===== src/rtl/alien_drawer_if.sv =====
// Request and pixel-stream signals shared by the alien sprite drawer and its client.
// The master side issues redraw requests and consumes the VGA pixel stream.
interface alien_drawer_if;
    logic       go;
    logic [7:0] alien_x;
    logic [6:0] alien_y;
    logic [7:0] vga_x;
    logic [6:0] vga_y;
    logic [2:0] colour;
    logic       plot;
    logic       busy;
    logic       done;

    modport master (output go, alien_x, alien_y,
                    input  vga_x, vga_y, colour, plot, busy, done);
    modport slave  (input  go, alien_x, alien_y,
                    output vga_x, vga_y, colour, plot, busy, done);
endinterface


===== src/rtl/alien_drawer.sv =====
// Redraws a 4x4 masked sprite: erases the previous position in black, then draws the new one.
// One pixel per clock; pixels that fall off the 160x120 screen are suppressed but still counted.
module alien_drawer #(
    parameter logic [2:0]  COLOUR = 3'b010,
    parameter logic [15:0] MASK   = 16'b0110_1001_1111_0110
) (
    input  logic clk,
    input  logic resetn,
    alien_drawer_if.slave bus
);
    typedef enum logic [1:0] {IDLE, ERASE, DRAW, DONE} state_t;

    state_t     state, nxt;
    logic [3:0] cnt;
    logic       old_valid;
    logic [7:0] old_x, new_x, base_x;
    logic [6:0] old_y, new_y, base_y;
    logic [8:0] px;
    logic [7:0] py;
    logic       on_screen;

    logic [7:0] vga_x;
    logic [6:0] vga_y;
    logic [2:0] colour;
    logic       plot, busy, done;

    always_ff @(posedge clk or negedge resetn) begin
        if (!resetn) state <= IDLE;
        else         state <= nxt;
    end

    // Widened sums: a sprite hanging off the right/bottom edge clips instead of wrapping.
    assign base_x    = (state == ERASE) ? old_x : new_x;
    assign base_y    = (state == ERASE) ? old_y : new_y;
    assign px        = {1'b0, base_x} + {7'd0, cnt[1:0]};
    assign py        = {1'b0, base_y} + {6'd0, cnt[3:2]};
    assign on_screen = (px <= 9'd159) && (py <= 8'd119);

    always_comb begin
        nxt    = state;
        plot   = 1'b0;
        vga_x  = 8'd0;
        vga_y  = 7'd0;
        colour = 3'b000;
        busy   = (state != IDLE);
        done   = 1'b0;
        case (state)
            IDLE: begin
                if (bus.go) nxt = old_valid ? ERASE : DRAW;
            end
            ERASE: begin
                plot  = on_screen;
                vga_x = px[7:0];
                vga_y = py[6:0];
                if (cnt == 4'd15) nxt = DRAW;
            end
            DRAW: begin
                plot   = on_screen;
                vga_x  = px[7:0];
                vga_y  = py[6:0];
                colour = MASK[cnt] ? COLOUR : 3'b000;
                if (cnt == 4'd15) nxt = DONE;
            end
            DONE: begin
                done = 1'b1;
                nxt  = IDLE;
            end
            default: nxt = IDLE;
        endcase
    end

    always_ff @(posedge clk or negedge resetn) begin
        if (!resetn) begin
            cnt       <= 4'd0;
            old_valid <= 1'b0;
            old_x     <= 8'd0;
            old_y     <= 7'd0;
            new_x     <= 8'd0;
            new_y     <= 7'd0;
        end else begin
            case (state)
                IDLE: begin
                    if (bus.go) begin
                        new_x <= bus.alien_x;
                        new_y <= bus.alien_y;
                        cnt   <= 4'd0;
                    end
                end
                // Counter wraps 15->0, which also clears it between ERASE and DRAW.
                ERASE, DRAW: cnt <= cnt + 4'd1;
                DONE: begin
                    old_x     <= new_x;
                    old_y     <= new_y;
                    old_valid <= 1'b1;
                end
                default: ;
            endcase
        end
    end

    assign bus.vga_x  = vga_x;
    assign bus.vga_y  = vga_y;
    assign bus.colour = colour;
    assign bus.plot   = plot;
    assign bus.busy   = busy;
    assign bus.done   = done;
endmodule


===== src/flat_wrapper.sv =====
// flat-port wrapper written by rule: the top's interface ports become plain ports
module alien_drawer_flat 
#(
    parameter logic [2:0]  COLOUR = 3'b010,
    parameter logic [15:0] MASK   = 16'b0110_1001_1111_0110
)
  (clk, resetn, bus_go, bus_alien_x, bus_alien_y, bus_vga_x, bus_vga_y, bus_colour, bus_plot, bus_busy, bus_done);
  alien_drawer_if bus_i ();
  input  logic clk;
  input  logic resetn;
  input wire logic [$bits(bus_i.go)-1:0] bus_go;
  input wire logic [$bits(bus_i.alien_x)-1:0] bus_alien_x;
  input wire logic [$bits(bus_i.alien_y)-1:0] bus_alien_y;
  output wire logic [$bits(bus_i.vga_x)-1:0] bus_vga_x;
  output wire logic [$bits(bus_i.vga_y)-1:0] bus_vga_y;
  output wire logic [$bits(bus_i.colour)-1:0] bus_colour;
  output wire logic [$bits(bus_i.plot)-1:0] bus_plot;
  output wire logic [$bits(bus_i.busy)-1:0] bus_busy;
  output wire logic [$bits(bus_i.done)-1:0] bus_done;
  assign bus_i.go = bus_go;
  assign bus_i.alien_x = bus_alien_x;
  assign bus_i.alien_y = bus_alien_y;
  assign bus_vga_x = bus_i.vga_x;
  assign bus_vga_y = bus_i.vga_y;
  assign bus_colour = bus_i.colour;
  assign bus_plot = bus_i.plot;
  assign bus_busy = bus_i.busy;
  assign bus_done = bus_i.done;
  alien_drawer #(.COLOUR(COLOUR), .MASK(MASK)) u_core (.clk(clk), .resetn(resetn), .bus(bus_i));
endmodule

===== config.mk =====
export PLATFORM = sky130hd
export DESIGN_NAME = alien_drawer_flat
export DESIGN_NICKNAME = d
export VERILOG_FILES = /design/src/rtl/alien_drawer_if.sv /design/src/rtl/alien_drawer.sv /design/src/flat_wrapper.sv
export SDC_FILE = /design/constraint.sdc
export NUM_CORES = 1
export LEC_CHECK = 0
export ABC_CLOCK_PERIOD_IN_PS = 3000
export BUFFER_PORTS_ARGS = -buffer_cell sky130_fd_sc_hd__buf_2
export CAP_MARGIN = 20
export CORE_ASPECT_RATIO = 0.8
export CORE_MARGIN = 2
export CORE_UTILIZATION = 30
export CTS_CLUSTER_DIAMETER = 60
export DETAILED_ROUTE_END_ITERATION = 6
export PLACE_DENSITY_LB_ADDON = 0.3
export SLEW_MARGIN = 5
export SYNTH_ARGS = -nofsm -noshare
export SYNTH_HDL_FRONTEND = slang
export SYNTH_SLANG_ARGS = --single-unit

===== constraint.sdc =====
create_clock -name clk -period 3 [get_ports clk]
set_input_delay 0 -clock clk [delete_from_list [all_inputs] [get_ports clk]]
set_output_delay 0 -clock clk [all_outputs]
set_load 0.03 [all_outputs]

==> flow_summary.yaml, run 1 <==
synthesis:
  syn_inst: 215
  synthArstFlopShare_pct: 100.0
  synth_area_mm2: 0.002301
  ys_types: 44
  yosys.area_share.simple_pct: 13.05
  synth_top_family_by_area: "multiplexers"
  synth_flop_cell: "dfrtp_1"
  synthAdderAreaFrac_pct: 6.634
  syn_avg_cell_area_um2: 10.70
  synth_xor_area_share_pct: 4.187
  synth_mux_area_share_pct: 20.77
  ys_seq_elements: 37
  synth_compound_area_share_pct: 10.49
  synth_sequential_area_ratio_pct: 40.24
  synth_edf_count: 0
  yosys_warnings: 0
global_route:
  grtUsageTotal_pct: 12.59
  antenna_found_initial: 0
  grt_pass1_vias: 1662
  grt_pass1_wl_um: 8142
  grt_max_degree: 38
  gr-total-overflow: 0
power:
  seq_power_share_pct: 27.0
  pwr-share-comb_pct: 63.7
  powerDensity_mw_per_mm2: 1244
  power.share.clock_pct: 9.3
  netSwitchingFraction_pct: 47.33
  power_leakage_nw: 1.236
  p_int_mw: 1.886
  power.switching_mw: 1.695
  peakVddDrop_mv: 0.3477
layout:
  multi_input_area_mm2: 0.001315
  final_cell_mix: "dfrtp_1 (37), mux2_2 (35), buf_2 (35), dlygate4sd3_1 (16), nand2_1 (12)"
  drive_above_1_share_pct: 34.57
  mostFrequentLayoutCell: "dfrtp_1"
  fin_area_mm2: 0.002879
  syn_to_final_growth_pct: 25.12
  nets: 298
  ff_latch_area_um2: 925.9
  post-route-util_pct: 38.76
  nFillCells: 782
  antenna_cells: 0
die:
  start_util_pct: 30.98
  io_pins: 39
  die_x_um: 101.9
  rows: 28
  dieArea_mm2: 0.008391
  fp.dieH_um: 82.33
  coreArea_mm2: 0.007427
place:
  io_buffers: 36
  dp.final_hpwl_um: 3517
  routabilityCongestion: 0.7990
  post_dp_cell_area_mm2: 0.002581
timing:
  min_period_over_period_pct: 94.36
  fmax_ghz: 0.3533
  finClkSkew_ns: 0.01320
  setup_violations: 0
  grt_setup_unrepaired: "false"
  whs_ns: 0.2295
  tns_ns: 0
  relSlewSlack_pct: 41.89
  worst_slew_pin_slew_ns: 0.8717
  final.min_clock_period_ns: 2.831
  maxSlewViolCount: 0
  hold_viol_final: 0
critical_path:
  max_stage_delay_ns: 0.41
  required_ns: 3.00
  slowest_stage: "fa_2"
  rr_worst_depth: 4
  crit_path_frequent_cell: "inv_1"
  rrSetupSlack_ns: 1.06
  path_cells: "inv_1, ha_4, mux2_2, ha_1, inv_1, fa_2, buf_4, nor3b_1, xnor2_1, nand2_1, o211a_1, buf_2"
  startpoint_type: "register"
  worst_ep_arrival_time_ns: 2.83
  path_class: "reg -> out"
  r2r_start: "u_core.state[0]"
  worstPathMaxFanout: 7
  reg2reg_to: "u_core.cnt[2]"
  setup.worst_path.end_class: "primary output"
  cp_top_family: "adder cells"
  critPathBufInv: 4
detailed_routing:
  drtIter0Drc: 90
  vias_per_cell: 4.567
  drtPass1Iterations: 4
  num_vias: 1708
  routedWlPerCell_um: 13.09
  wl_um: 4894
  remaining_drc_errors: 0
  final_antenna_net_count: 0
worst_hold_path:
  min_from: "bus_go"
  holdPathEnd: "u_core.cnt[1]"
  min_path_type: "in -> reg"
  hold_path_depth: 3
clock_network:
  clkTransAtPathRegs_ns: 0.08
  cts_tree: "yes"
  insertion_delay_ns: 0.29
  htree_levels: 2
  root_buffer: "clkbuf_8"
  ctsLongestPathBuffers: 2
  cts_buffers: 5
  cts_sinks: 37
status:
  outcome: "complete, no violations"
job:
  maxCapViolations: 0
==> power by group through the flow <==
stage	Clock (mW)	Sequential (mW)	Combinational, mW
3_3_place_gp	0	0.964	2.18
2_1_floorplan	0	0.900	1.75
3_5_place_dp	0	0.973	2.20
5_1_grt	0.366	1.01	2.53
4_1_cts	0.351	0.964	2.24
6_report	0.333	0.968	2.28
==> how the worst max path moves through the flow <==
stage,to,from,depth (start not counted)
after detailed placement,bus_plot,u_core.state[1],11
final,bus_vga_x[4],u_core.state[1],12
after global placement,bus_plot,u_core.state[1],11
after floorplan,bus_plot,u_core.state[1],13
after global routing,bus_plot,u_core.state[1],11
after CTS,bus_plot,u_core.state[1],11
==> kinds of logic after synthesis <==
family                   count (synthesis)
AND/OR/NAND/NOR                         56
other                                    1
buffers and inverters                   22
XOR/XNOR                                11
multiplexers                            43
AO/OA/AOI/OAI                           34
flip-flops                              37
adder cells (fa/ha/maj)                 11
==> worst reg2reg max path, stage by stage, from the launching register on <==
cell,delay (ns)
dfrtp_1,0.44
inv_1,0.09
ha_1,0.67
o21ai_0,0.34
a22o_1,0.30
==> registers in the layout, indices dropped and copies added (netlist names) <==
| signal | flops |
|---|---|
| u_core.new_y | 7 |
| u_core.old_y | 7 |
| u_core.state | 2 |
| u_core.new_x | 8 |
| u_core.old_x | 8 |
| u_core.old_valid | 1 |
| u_core.cnt | 4 |
==> cell usage after synthesis (all sizes together) (3+ instances only) <==
| cell type | instances | area (µm²) |
|---|---|---|
| dfrtp | 37 | 925.9 |
| mux2 | 35 | 394.1 |
| nand2 | 12 | 45.04 |
| and2 | 11 | 68.82 |
| inv | 11 | 41.29 |
| a21oi | 9 | 45.04 |
| ha | 9 | 112.6 |
| mux2i | 8 | 83.83 |
| o21ai | 8 | 40.03 |
| buf | 7 | 46.29 |
| nor2 | 7 | 26.28 |
| xnor2 | 7 | 61.31 |
| nand3 | 6 | 30.03 |
| a211oi | 4 | 40.03 |
| clkbuf | 4 | 15.01 |
| xor2 | 4 | 35.03 |
| nand3b | 3 | 22.52 |
| nor2b | 3 | 18.77 |
| nor3 | 3 | 15.01 |
| o21a | 3 | 22.52 |
==> routing by layer <==
metal / global-route usage [%] / vias to the layer above / part of all wire, %
li1: - / 856 / -
met1: 17.66 / 818 / 52
met2: 19.74 / 30 / 43
met3: 2.862 / 4 / 3.4
met4: 3.200 / 0 / 0.61
met5: 0 / - / 0
==> cell type report <==
class                   instances  share of cell area [%]
multi-input cells             157                   45.68
flip-flops and latches         37                   32.16
repair buffers                 57                   13.34
well taps                     105                   4.563
clock buffers                   6                   2.521
inverters                      11                   1.434
clock inverters                 1                  0.3042
==> stage by stage <==
step	cells	total power [mW]	setup WS, ns
after detailed placement	348	3.175	0.1950
final	374	3.581	0.1692
after global routing	374	3.904	0.008970
after floorplan	216	2.649	0.02804
after global placement	348	3.140	0.2867
after CTS	371	3.553	0.0005695
==> timing repair <==
action / in CTS / in global routing
setup endpoints to repair: 1 / 4
gates resized for setup: 2 / 6
pin swaps: 0 / 2
hold buffers: 16 / 0
setup buffers: 0 / 3
endpoints found under the hold margin: 52 / 0
Power figures use the tool's default switching activity.
==> inputs of run 2 (changes only) <==
--- a/config.mk
+++ b/config.mk
@@ -5,7 +5,7 @@
 export SDC_FILE = /design/constraint.sdc
 export NUM_CORES = 1
 export LEC_CHECK = 0
-export ABC_CLOCK_PERIOD_IN_PS = 3000
+export ABC_CLOCK_PERIOD_IN_PS = 3290
 export BUFFER_PORTS_ARGS = -buffer_cell sky130_fd_sc_hd__buf_2
 export CAP_MARGIN = 20
 export CORE_ASPECT_RATIO = 0.8
==> constraint.sdc (replaced) <==
create_clock -name clk -period 3.29 [get_ports clk]
set_input_delay 0 -clock clk [delete_from_list [all_inputs] [get_ports clk]]
set_output_delay 0 -clock clk [all_outputs]
set_load 0.03 [all_outputs]
==> run 2 against run 1 <==
Non-clock buffer count decreased by 4. Via count decreased by 1.5%. Cell count is 0.80% lower. Die area is the same. Routed wire length is 2.8% lower. Largest cell class unchanged. Highest routed layer unchanged.
==> flow_summary.yaml, run 2 (synthesis gave the netlist of run 1 again) <==
detailed_routing:
  final_antenna_net_count: 0
  vias_per_cell: 4.534
  num_vias: 1682
  drtPass1Iterations: 4
  wl_um: 4755
  routedWlPerCell_um: 12.82
  drtIter0Drc: 84
  remaining_drc_errors: 0
timing:
  tns_ns: 0
  fmax_ghz: 0.3274
  grt_setup_unrepaired: "false"
  whs_ns: 0.2169
  hold_viol_final: 0
  min_period_over_period_pct: 92.83
  worst_slew_pin_slew_ns: 0.8366
  setup_violations: 0
  finClkSkew_ns: 0.007290
  maxSlewViolCount: 0
  final.min_clock_period_ns: 3.054
  relSlewSlack_pct: 44.22
critical_path:
  setup.worst_path.end_class: "primary output"
  worst_ep_arrival_time_ns: 3.05
  path_cells: "inv_1, ha_2, mux2_2, ha_1, inv_1, fa_1, or2_1, a211oi_2, a21oi_1, a311oi_2, buf_2"
  critPathBufInv: 3
  worstPathMaxFanout: 11
  startpoint_type: "register"
  required_ns: 3.29
  path_class: "reg -> out"
  cp.depth: 11
  max_stage_delay_ns: 0.43
  crit_path_frequent_cell: "inv_1"
  slowest_stage: "fa_1"
  cp_top_family: "adder cells"
  rr_worst_depth: 4
status:
  outcome: "complete, no violations"
die:
  fp.dieH_um: 82.33
  start_util_pct: 30.98
  dieArea_mm2: 0.008391
  io_pins: 39
  coreArea_mm2: 0.007427
  die_x_um: 101.9
  rows: 28
global_route:
  grt_pass1_vias: 1656
  grt_max_degree: 38
  grt_pass1_wl_um: 7886
  gr-total-overflow: 0
  grtUsageTotal_pct: 12.23
  antenna_found_initial: 0
layout:
  fin_area_mm2: 0.002863
  ff_latch_area_um2: 925.9
  nets: 294
  nFillCells: 747
  final_cell_mix: "dfrtp_1 (37), buf_2 (36), mux2_2 (35), dlygate4sd3_1 (16), nand2_1 (12)"
  post-route-util_pct: 38.54
  reg_top3: "u_core.new_x (8), u_core.old_x (8)"
  drive_above_1_share_pct: 32.71
  antenna_cells: 0
  mostFrequentLayoutCell: "dfrtp_1"
  syn_to_final_growth_pct: 24.42
  multi_input_area_mm2: 0.001279
clock_network:
  cts_buffers: 5
  cts_setup_buffers: 0
  htree_levels: 2
  root_buffer: "clkbuf_8"
  cts_tree: "yes"
  cts_sinks: 37
  insertion_delay_ns: 0.29
  clkTransAtPathRegs_ns: 0.08
  ctsLongestPathBuffers: 2
power:
  peakVddDrop_mv: 0.3133
  power_leakage_nw: 1.240
  powerDensity_mw_per_mm2: 1160
job:
  maxCapViolations: 0
worst_hold_path:
  min_path_type: "in -> reg"
  hold_path_depth: 3
place:
  post_dp_cell_area_mm2: 0.002562
  dp.final_hpwl_um: 3478
  routabilityCongestion: 0.8107
  io_buffers: 36
==> run 2: tightest hold or removal path, delay by kind of cell <==
kind	cells	cell delay, ns
buffers and inverters	1	0.09
and+or+nand+nor	1	0.20
AOI/OAI and AO/OA	1	0.18
==> run 2: metrics by stage <==
stage          worst slack [ns]  std cells  total power [mW]
6_report                 0.2361        371             3.321
5_1_grt               0.0009284        371             3.598
4_1_cts                 0.07072        371             3.359
3_5_place_dp             0.3997        347             2.858
3_3_place_gp             0.4673        347             2.830
2_1_floorplan            0.2304        216             2.389
==> run 2: final timing paths <==
kind / start / to / slack [ns]
max in group asynchronous: resetn / u_core.new_y[4] / 2.41
hold / removal: bus_go / u_core.cnt[1] / 0.22
setup / recovery: u_core.state[1] / bus_plot / 0.24
setup reg to reg: u_core.state[0] / u_core.cnt[3] / 1.37
hold reg to reg: u_core.old_y[1] / u_core.old_y[1] / 0.51
min in group asynchronous: resetn / u_core.cnt[2] / 0.35
==> run 2: what timing repair did <==
action,CTS,global route
hold endpoints to repair,52,0
gates resized for setup,0,1
setup endpoints to repair,0,2
hold buffers,16,0
==> run 2: layout make-up <==
type | count | area share (%)
clock buffers | 5 | 2.404
flip-flops and latches | 37 | 32.34
clock inverters | 3 | 2.404
inverters | 11 | 1.442
well taps | 105 | 4.589
multi-input cells | 157 | 44.67
repair buffers | 53 | 12.15
==> run 2: layer usage <==
layer / vias up / global-route usage [%] / part of all wire [%]
met5: - / 0 / 0
met4: 0 / 2.400 / 0.38
met3: 2 / 3.199 / 3.7
met2: 27 / 19.74 / 45
met1: 805 / 16.74 / 51
li1: 848 / - / -
==> run 2: where the power goes <==
| part | leakage, nW | internal, mW | switching [mW] |
|---|---|---|---|
| combinational | 0.729 | 0.823 | 1.14 |
| clock | 0.0687 | 0.305 | 0.174 |
| sequential | 0.442 | 0.676 | 0.202 |
| total | 1.24 | 1.80 | 1.52 |
